$ cat config.mk
export PLATFORM = sky130hd
export DESIGN_NAME = pipe_run_ctrl
export DESIGN_NICKNAME = d
export VERILOG_FILES = /design/src/rtl/proc_ctrl_pkg.sv /design/src/rtl/sat_counter.sv /design/src/rtl/pipe_run_ctrl.sv
export SDC_FILE = /design/constraint.sdc
export NUM_CORES = 1
export LEC_CHECK = 0
export ABC_AREA = 1
export CORE_MARGIN = 2
export CORE_UTILIZATION = 52
export CTS_BUF_LIST = sky130_fd_sc_hd__clkbuf_4 sky130_fd_sc_hd__clkbuf_8
export CTS_CLUSTER_SIZE = 24
export DETAILED_ROUTE_END_ITERATION = 8
export GPL_TIMING_DRIVEN = 0
export PLACE_DENSITY_LB_ADDON = 0.15
export SYNTH_ARGS = -nofsm -noshare
export SYNTH_HDL_FRONTEND = slang
export SYNTH_SLANG_ARGS = --single-unit
$ cat constraint.sdc
create_clock -name clk -period 1.9 [get_ports clk]
set_input_delay 0.38 -clock clk [delete_from_list [all_inputs] [get_ports clk]]
set_output_delay 0.38 -clock clk [all_outputs]
set_load 0.01 [all_outputs]
$ cat src/rtl/proc_ctrl_pkg.sv
// Shared types and constants for the processor run/halt control slice.
// Keeps the state encoding and instruction constants in one place.
package proc_ctrl_pkg;

    typedef enum logic [2:0] {
        ST_IDLE,
        ST_RUN,
        ST_STEP,
        ST_DRAIN,
        ST_HALTED
    } state_t;

    localparam logic [1:0] OPC_JMP   = 2'b11;
    localparam logic [7:0] NOP_INSTR = 8'h80;

endpackage

$ cat src/rtl/sat_counter.sv
// Saturating up-counter with synchronous clear.
// Clear takes priority over increment; the count holds at all-ones.
module sat_counter #(
    parameter int W = 16
) (
    input  logic         clk,
    input  logic         reset,
    input  logic         clr,
    input  logic         inc,
    output logic [W-1:0] q
);

    always_ff @(posedge clk or negedge reset) begin
        if (!reset) begin
            q <= '0;
        end else if (clr) begin
            q <= '0;
        end else if (inc && (q != '1)) begin
            q <= q + 1'b1;
        end
    end

endmodule

$ cat src/rtl/pipe_run_ctrl.sv
// Run/halt sequencer for the 3-stage pipeline: fetch gating, jump flush,
// drain on halt/breakpoint/step, valid shadow and performance counters.
module pipe_run_ctrl
    import proc_ctrl_pkg::*;
#(
    parameter int PC_W         = 8,
    parameter int DRAIN_CYCLES = 3,
    parameter int CNT_W        = 16
) (
    input  logic             clk,
    input  logic             reset,
    input  logic             start,
    input  logic             halt_req,
    input  logic             step,
    input  logic             bp_en,
    input  logic [PC_W-1:0]  bp_addr,
    input  logic [PC_W-1:0]  pc,
    input  logic [1:0]       id_opcode,
    input  logic             cnt_clr,
    output logic             pc_en,
    output logic             fetch_valid,
    output logic             flush,
    output logic             busy,
    output logic             halted,
    output logic             done,
    output logic [CNT_W-1:0] cycle_cnt,
    output logic [CNT_W-1:0] retire_cnt
);

    localparam int DCNT_W = (DRAIN_CYCLES > 1) ? $clog2(DRAIN_CYCLES) : 1;
    localparam logic [DCNT_W-1:0] DRAIN_LOAD = DCNT_W'(DRAIN_CYCLES - 1);

    state_t            state;
    logic [DCNT_W-1:0] dcnt;
    logic              bp_skip;
    logic [2:0]        v;
    logic              done_q;
    logic              bp_hit;
    logic              stop;
    logic              fetch_ok;

    assign bp_hit = bp_en && (pc == bp_addr) && !bp_skip;
    assign stop   = halt_req || bp_hit;

    // The trapping instruction is never fetched, so stop gates fetch now.
    assign fetch_ok = ((state == ST_RUN) && !stop) || (state == ST_STEP);

    assign flush       = v[0] && (id_opcode == OPC_JMP);
    assign pc_en       = fetch_ok;
    assign fetch_valid = fetch_ok && !flush;
    assign busy        = (state == ST_RUN) || (state == ST_STEP) ||
                         (state == ST_DRAIN);
    assign halted      = (state == ST_HALTED);
    assign done        = done_q;

    always_ff @(posedge clk or negedge reset) begin
        if (!reset) begin
            state   <= ST_IDLE;
            dcnt    <= '0;
            bp_skip <= 1'b0;
            v       <= '0;
            done_q  <= 1'b0;
        end else begin
            done_q <= 1'b0;
            v      <= {v[1:0], fetch_valid};
            unique case (state)
                ST_IDLE: begin
                    if (start && !halt_req) begin
                        state <= ST_RUN;
                    end
                end
                ST_RUN: begin
                    bp_skip <= 1'b0;
                    if (stop) begin
                        state <= ST_DRAIN;
                        dcnt  <= DRAIN_LOAD;
                    end
                end
                ST_STEP: begin
                    bp_skip <= 1'b0;
                    state   <= ST_DRAIN;
                    dcnt    <= DRAIN_LOAD;
                end
                ST_DRAIN: begin
                    if (dcnt == '0) begin
                        state  <= ST_HALTED;
                        done_q <= 1'b1;
                    end else begin
                        dcnt <= dcnt - 1'b1;
                    end
                end
                ST_HALTED: begin
                    // Resuming skips one breakpoint match on the halted PC.
                    if (start && !halt_req) begin
                        state   <= ST_RUN;
                        bp_skip <= 1'b1;
                    end else if (step) begin
                        state   <= ST_STEP;
                        bp_skip <= 1'b1;
                    end
                end
                default: state <= ST_IDLE;
            endcase
        end
    end

    sat_counter #(.W(CNT_W)) u_cycle_cnt (
        .clk   (clk),
        .reset (reset),
        .clr   (cnt_clr),
        .inc   (busy),
        .q     (cycle_cnt)
    );

    sat_counter #(.W(CNT_W)) u_retire_cnt (
        .clk   (clk),
        .reset (reset),
        .clr   (cnt_clr),
        .inc   (v[2]),
        .q     (retire_cnt)
    );

endmodule

== Word-level counts from Yosys, hierarchy flattened ==
Index checks and enable logic that the tools add are counted.

* Flip-flop bits (word level): 42
* Input port bits: 25
* Word-level logic and storage cells: 67

* $add $sub $neg: 3
* Equal/unequal tests: 13
* Muxes and demuxes: 18
* Reduce and logical (&&, ||, !) cells: 26

{| class="wikitable"
|+ Operator list
! kind !! count
|-
| 16-bit 2-to-1 mux || 4
|-
| 16-bit by 1-bit adder with 16-bit output (second input constant) || 2
|-
| 16-bit inequality test (second input constant) || 2
|-
| 3-bit 2-to-1 mux || 5
|-
| 3-bit case mux with 5 select lines || 1
|-
| 8-bit == test || 1
|-
| 1-bit logical AND || 8
|-
| 3-bit by 2-bit == test with 1-bit output (second input constant) || 2
|-
| 2-bit inequality test (second input constant) || 3
|-
| 2-bit case mux with 3 select lines || 1
|-
| 2-bit nonzero test || 3
|-
| 1-bit zero test || 4
|-
| 1-bit logical OR || 4
|-
| 1-bit 2-to-1 mux || 4
|-
| 2-bit 2-to-1 mux || 2
|-
| 4-bit AND reduction || 1
|-
| 3-bit by 1-bit == test with 1-bit output (second input constant) || 1
|-
| 3-bit == test (second input constant) || 1
|-
| 3-bit zero test || 1
|-
| 3-bit by 2-bit inequality test with 1-bit output (second input constant) || 1
|-
| 3-bit AND reduction || 1
|-
| 3-bit nonzero test || 1
|-
| 2-bit == test (second input constant) || 1
|-
| 2-bit zero test || 1
|-
| other kinds (5) || 5
|}

== Depth between registers and ports, before layout ==
* Depth after elaboration: 8
* Gate-level depth with buffers: 10
* Gate-level depth less buffers: 10

== By module ==
A second synthesis with hierarchy kept.

* Cells, all modules: 393
* Area total of the unflattened synthesis: 2771.4 µm²

{| class="wikitable"
|+ By module, submodules not included
! module !! instances !! cells an instance !! area an instance (µm²)
|-
| sat_counter || 2 || 144 || 1037.2
|-
| pipe_run_ctrl || 1 || 105 || 696.9
|}

== Least setup slack after synthesis ==
No wires, ideal clock.

* Kind: flip-flop to output port
* Start: register state[2]
* End: output port fetch_valid
* Arrival: 1344 ps
* Data required time: 1520 ps
* Path slack: 176 ps
* Cell stages (with the launch flop): 6
* Cell sequence: dfrtp_1 inv_1 nand3_1 or2_2 o21bai_1 a21oi_1

* Word-level cells in the longest chain between the ends: 4
* Elaborated cells on any way between the ends: 5
* Classes of those cells: 2 x eq/ne; 3 x reduce/logical

{| class="wikitable"
|+ Ends and longest elaborated chain
! element !! RTL line !! RTL
|-
| start, declared || pipe_run_ctrl.sv:33 || <nowiki>state_t state;</nowiki>
|-
| start signal, assigned || pipe_run_ctrl.sv:58 || <nowiki>state <= ST_IDLE;</nowiki>
|-
| start signal, assigned || pipe_run_ctrl.sv:69 || <nowiki>state <= ST_RUN;</nowiki>
|-
| start signal, assigned || pipe_run_ctrl.sv:75 || <nowiki>state <= ST_DRAIN;</nowiki>
|-
| 3-bit by 1-bit == test with 1-bit output || pipe_run_ctrl.sv:46 || <nowiki>assign fetch_ok = ((state == ST_RUN) && !stop) || (state == ST_STEP);</nowiki>
|-
| 1-bit logical AND || pipe_run_ctrl.sv:46 ||
|-
| 1-bit logical OR * || pipe_run_ctrl.sv:46 ||
|-
| 1-bit logical AND * || pipe_run_ctrl.sv:50 || <nowiki>assign fetch_valid = fetch_ok && !flush;</nowiki>
|-
| end, declared || pipe_run_ctrl.sv:21 || <nowiki>output logic fetch_valid,</nowiki>
|}

Every way passes the cells marked *; elsewhere a longest branch is shown, timed or not.

== Final worst setup path ==
Same ends and word-level chain as after synthesis.

==> results.md <==
- Setup crit end kind: output port
- Yosys top cell area share: between 30% and 40%
- Area growth syn-to-layout: 38.41%
- Slew HR: about 64%
- Crit path time final: 1945 ps
- Antenna violations before repair: 0
- Cell variety after synth: 33
- Leading area contributor after synthesis: dfrtp_1
- Nets: 487
- CTS tree: yes
- Routed len/inst: ~13 um
- Vias: approximately 2800
- H-tree levels: 2
- FMAX: ~500 MHz
- HP Class: in2async
- Async SR Flop Fraction: 100.0%
- Initial Utilization: a little over half
- Layout Skew: around 11 ps
- Initial drt markers: between 150 and 200
- Final period util: 102.4%
- Core ar.: 0.004817 sq mm
- Post-route DRC: 0
- Slew @ Worst Pin: roughly 530 ps
- Crit Path Max Fanout: 3
- Fin. Hold Viols: 0
- Top FF cell, synth: dfrtp_1
- Data arrival time of the critical path: around 1600 ps
- Violated checks: negative setup slack
- Finish-stage setup viols: 1
- Status: complete, but fails checks
- Number of CTS-inserted buffers: 5
- Ports: 63
- Vias in the first global route: 2581
- Die X: about 75 um
- # port buffers: 61
- Antenna-violating nets left: 0
- Cell leakage power: 0.001804 uW
- Hpwl dp: a little over 5000 um
- Final Power: around 3100 uW
- Post-Syn Nets: ~400
- Core Util, Final: 75.82%
- Max-cap violations: 0
- Synth Register Bits: 42
- Die H: approximately 75 um
- Worst vdd ir: roughly 0.0011 V
- Synth Instances: between 300 and 400
- Cell area after synthesis: between 0.002 and 0.003 sq mm
- Clock latency on the worst-skew pair: approximately 300 ps
- Synth area leaders: dfrtp_1 (40%), nand2_1 (16%), inv_1 (6.7%)
- RSZ-0062 raised after global routing: yes
- Final Max Slew Viols: 0
- Layout cells sized above 1: a little over an eighth
- Largest net degree at the start of global routing: 23
- Startpoint types: flop
- Root Driver: clkbuf_8
- GRT Total Usage: 26.22%
- Total grt overflow: 0
- Sink Count: 42
- Power Dens Cells: approximately 860 mW/mm^2
- GP Congestion: 0.9521
- Num rows: 25
- Post-DR vias/cell: 5.321
- Reg clk slew, reported paths: 90 ps
- Sequential area share after synthesis: ~40%
- DRT Pass-1 Iters: 5
- Total wire length: a little over 7000 um
- # diodes: 0
- Worst Slack Setup Final: -45.26 ps
- Mean area per synthesized cell: roughly 7 sq um
- DIE AREA: between 0.005 and 0.006 sq mm
- Global-route wire length before repair: around 11000 um
- Number of synthesized flops with an enable pin: 0
- Critical Path RT: 1520 ps
- CTS max path bufs: 2
- Setup slack, reg-to-reg: about 100 ps
- Synth warn: 0
- Critical path class: reg2out
[synth_stat cells, types with 2 or more instances]
cell type  count
a21oi_1        4
clkbuf_1       2
clkinv_2       2
dfrtp_1       42
ha_1           3
inv_1         47
nand2_1      115
nand2_2        3
nand3_1       35
nand4_1       17
nor2_1        38
nor2_2         3
nor3_1        13
o21ai_0       14
o21ai_1        4
o21bai_1       3
or2_2          3
xnor2_1        3
xor2_1        11
[stage by stage]
stage | instances | setup slack, ps | hold WS, ps | setup TNS [ps] | instance area (sq um)
2_1_floorplan | 376 | 175.8 | 84.41 | 0 | 2639
5_1_grt | 527 | -96.67 | 88.80 | -176.0 | 3652
3_5_place_dp | 505 | -849.2 | 334.7 | -2274 | 3356
3_3_place_gp | 504 | -817.5 | 333.0 | -29440 | 3333
4_1_cts | 519 | -51.70 | 65.53 | -51.70 | 3525
6_report | 527 | -45.26 | 46.92 | -45.26 | 3652
[per-layer routing]
metal	GRT usage, %	routed length [um]	vias up
met5	0	0	-
met4	8.772	128	0
li1	-	-	1373
met3	6.158	399	17
met1	32.97	2978	1328
met2	44.54	3530	86
[registers in the layout (all words and copies together), names as in the netlist]
signal,count
bp_skip,1
dcnt,2
done,1
state,3
u_cycle_cnt.q,16
u_retire_cnt.q,16
v,3
[path summary, 6_finish.rpt]
kind                             startpoint                 to  depth (start not counted)
setup / recovery                   state[2]        fetch_valid                          6
hold / removal                        reset   u_cycle_cnt.q[2]                          1
setup reg to reg           u_cycle_cnt.q[1]  u_cycle_cnt.q[11]                         10
hold reg to reg                        v[1]               v[2]                          0
max in group asynchronous             reset           state[0]                          2
min in group clk                       v[1]               v[2]                          0
[report_power, final]
part / internal [uW] / switching, uW / leakage [uW]
clock network: 407 / 324 / 0.0000548
registers: 1020 / 115 / 0.000571
logic: 554 / 713 / 0.00118
[worst max-delay path: stages, from the launching register on]
cell	delay (ps)
dfrtp_1	420
inv_2	90
nand3_2	70
or2_4	230
o21bai_4	180
a21oi_2	140
buf_2	150
[kinds of logic after synthesis]
kind of cell,after synthesis,share of synthesized area (%)
flip-flops,42,39.83
AO/OA/AOI/OAI,28,6.212
XOR/XNOR,14,4.647
adder cells (fa/ha/maj),3,1.423
buffers and inverters,55,8.250
AND/OR/NAND/NOR,234,39.64
[layout make-up]
type                    instances  area, sq um
plain buffers                   4        23.77
clock buffers                   6        76.32
clock inverters                 2        37.54
fillers                       396         1165
inverters                      51        198.9
multi-input cells             279         1453
flip-flops and latches         42         1054
well taps                      67        83.83
repair buffers                 76        725.7
[cell usage in the layout (no fill, tap or decap), types with 4 or more instances in the layout]
cell	netlist	final
nor3_1	13	13
nand4_1	17	17
nand2_1	115	114
o21ai_0	14	14
buf_4	0	14
nor2_1	38	36
dfrtp_1	42	40
nor2_4	1	4
nand3_1	35	32
o21ai_1	4	4
clkbuf_8	0	5
dlymetal6s2s_1	0	6
buf_2	1	4
clkdlybuf4s50_1	0	38
inv_1	47	44
xor2_1	11	11
dlygate4sd2_1	0	14
[timing repair]
action	in CTS	in global routing
hold endpoints to repair	0	0
pin swaps	9	9
hold buffers	0	0
setup buffers	6	8
setup endpoints to repair	5	23
resized for setup	33	19
No activity file was read; power rests on OpenSTA's default activity.
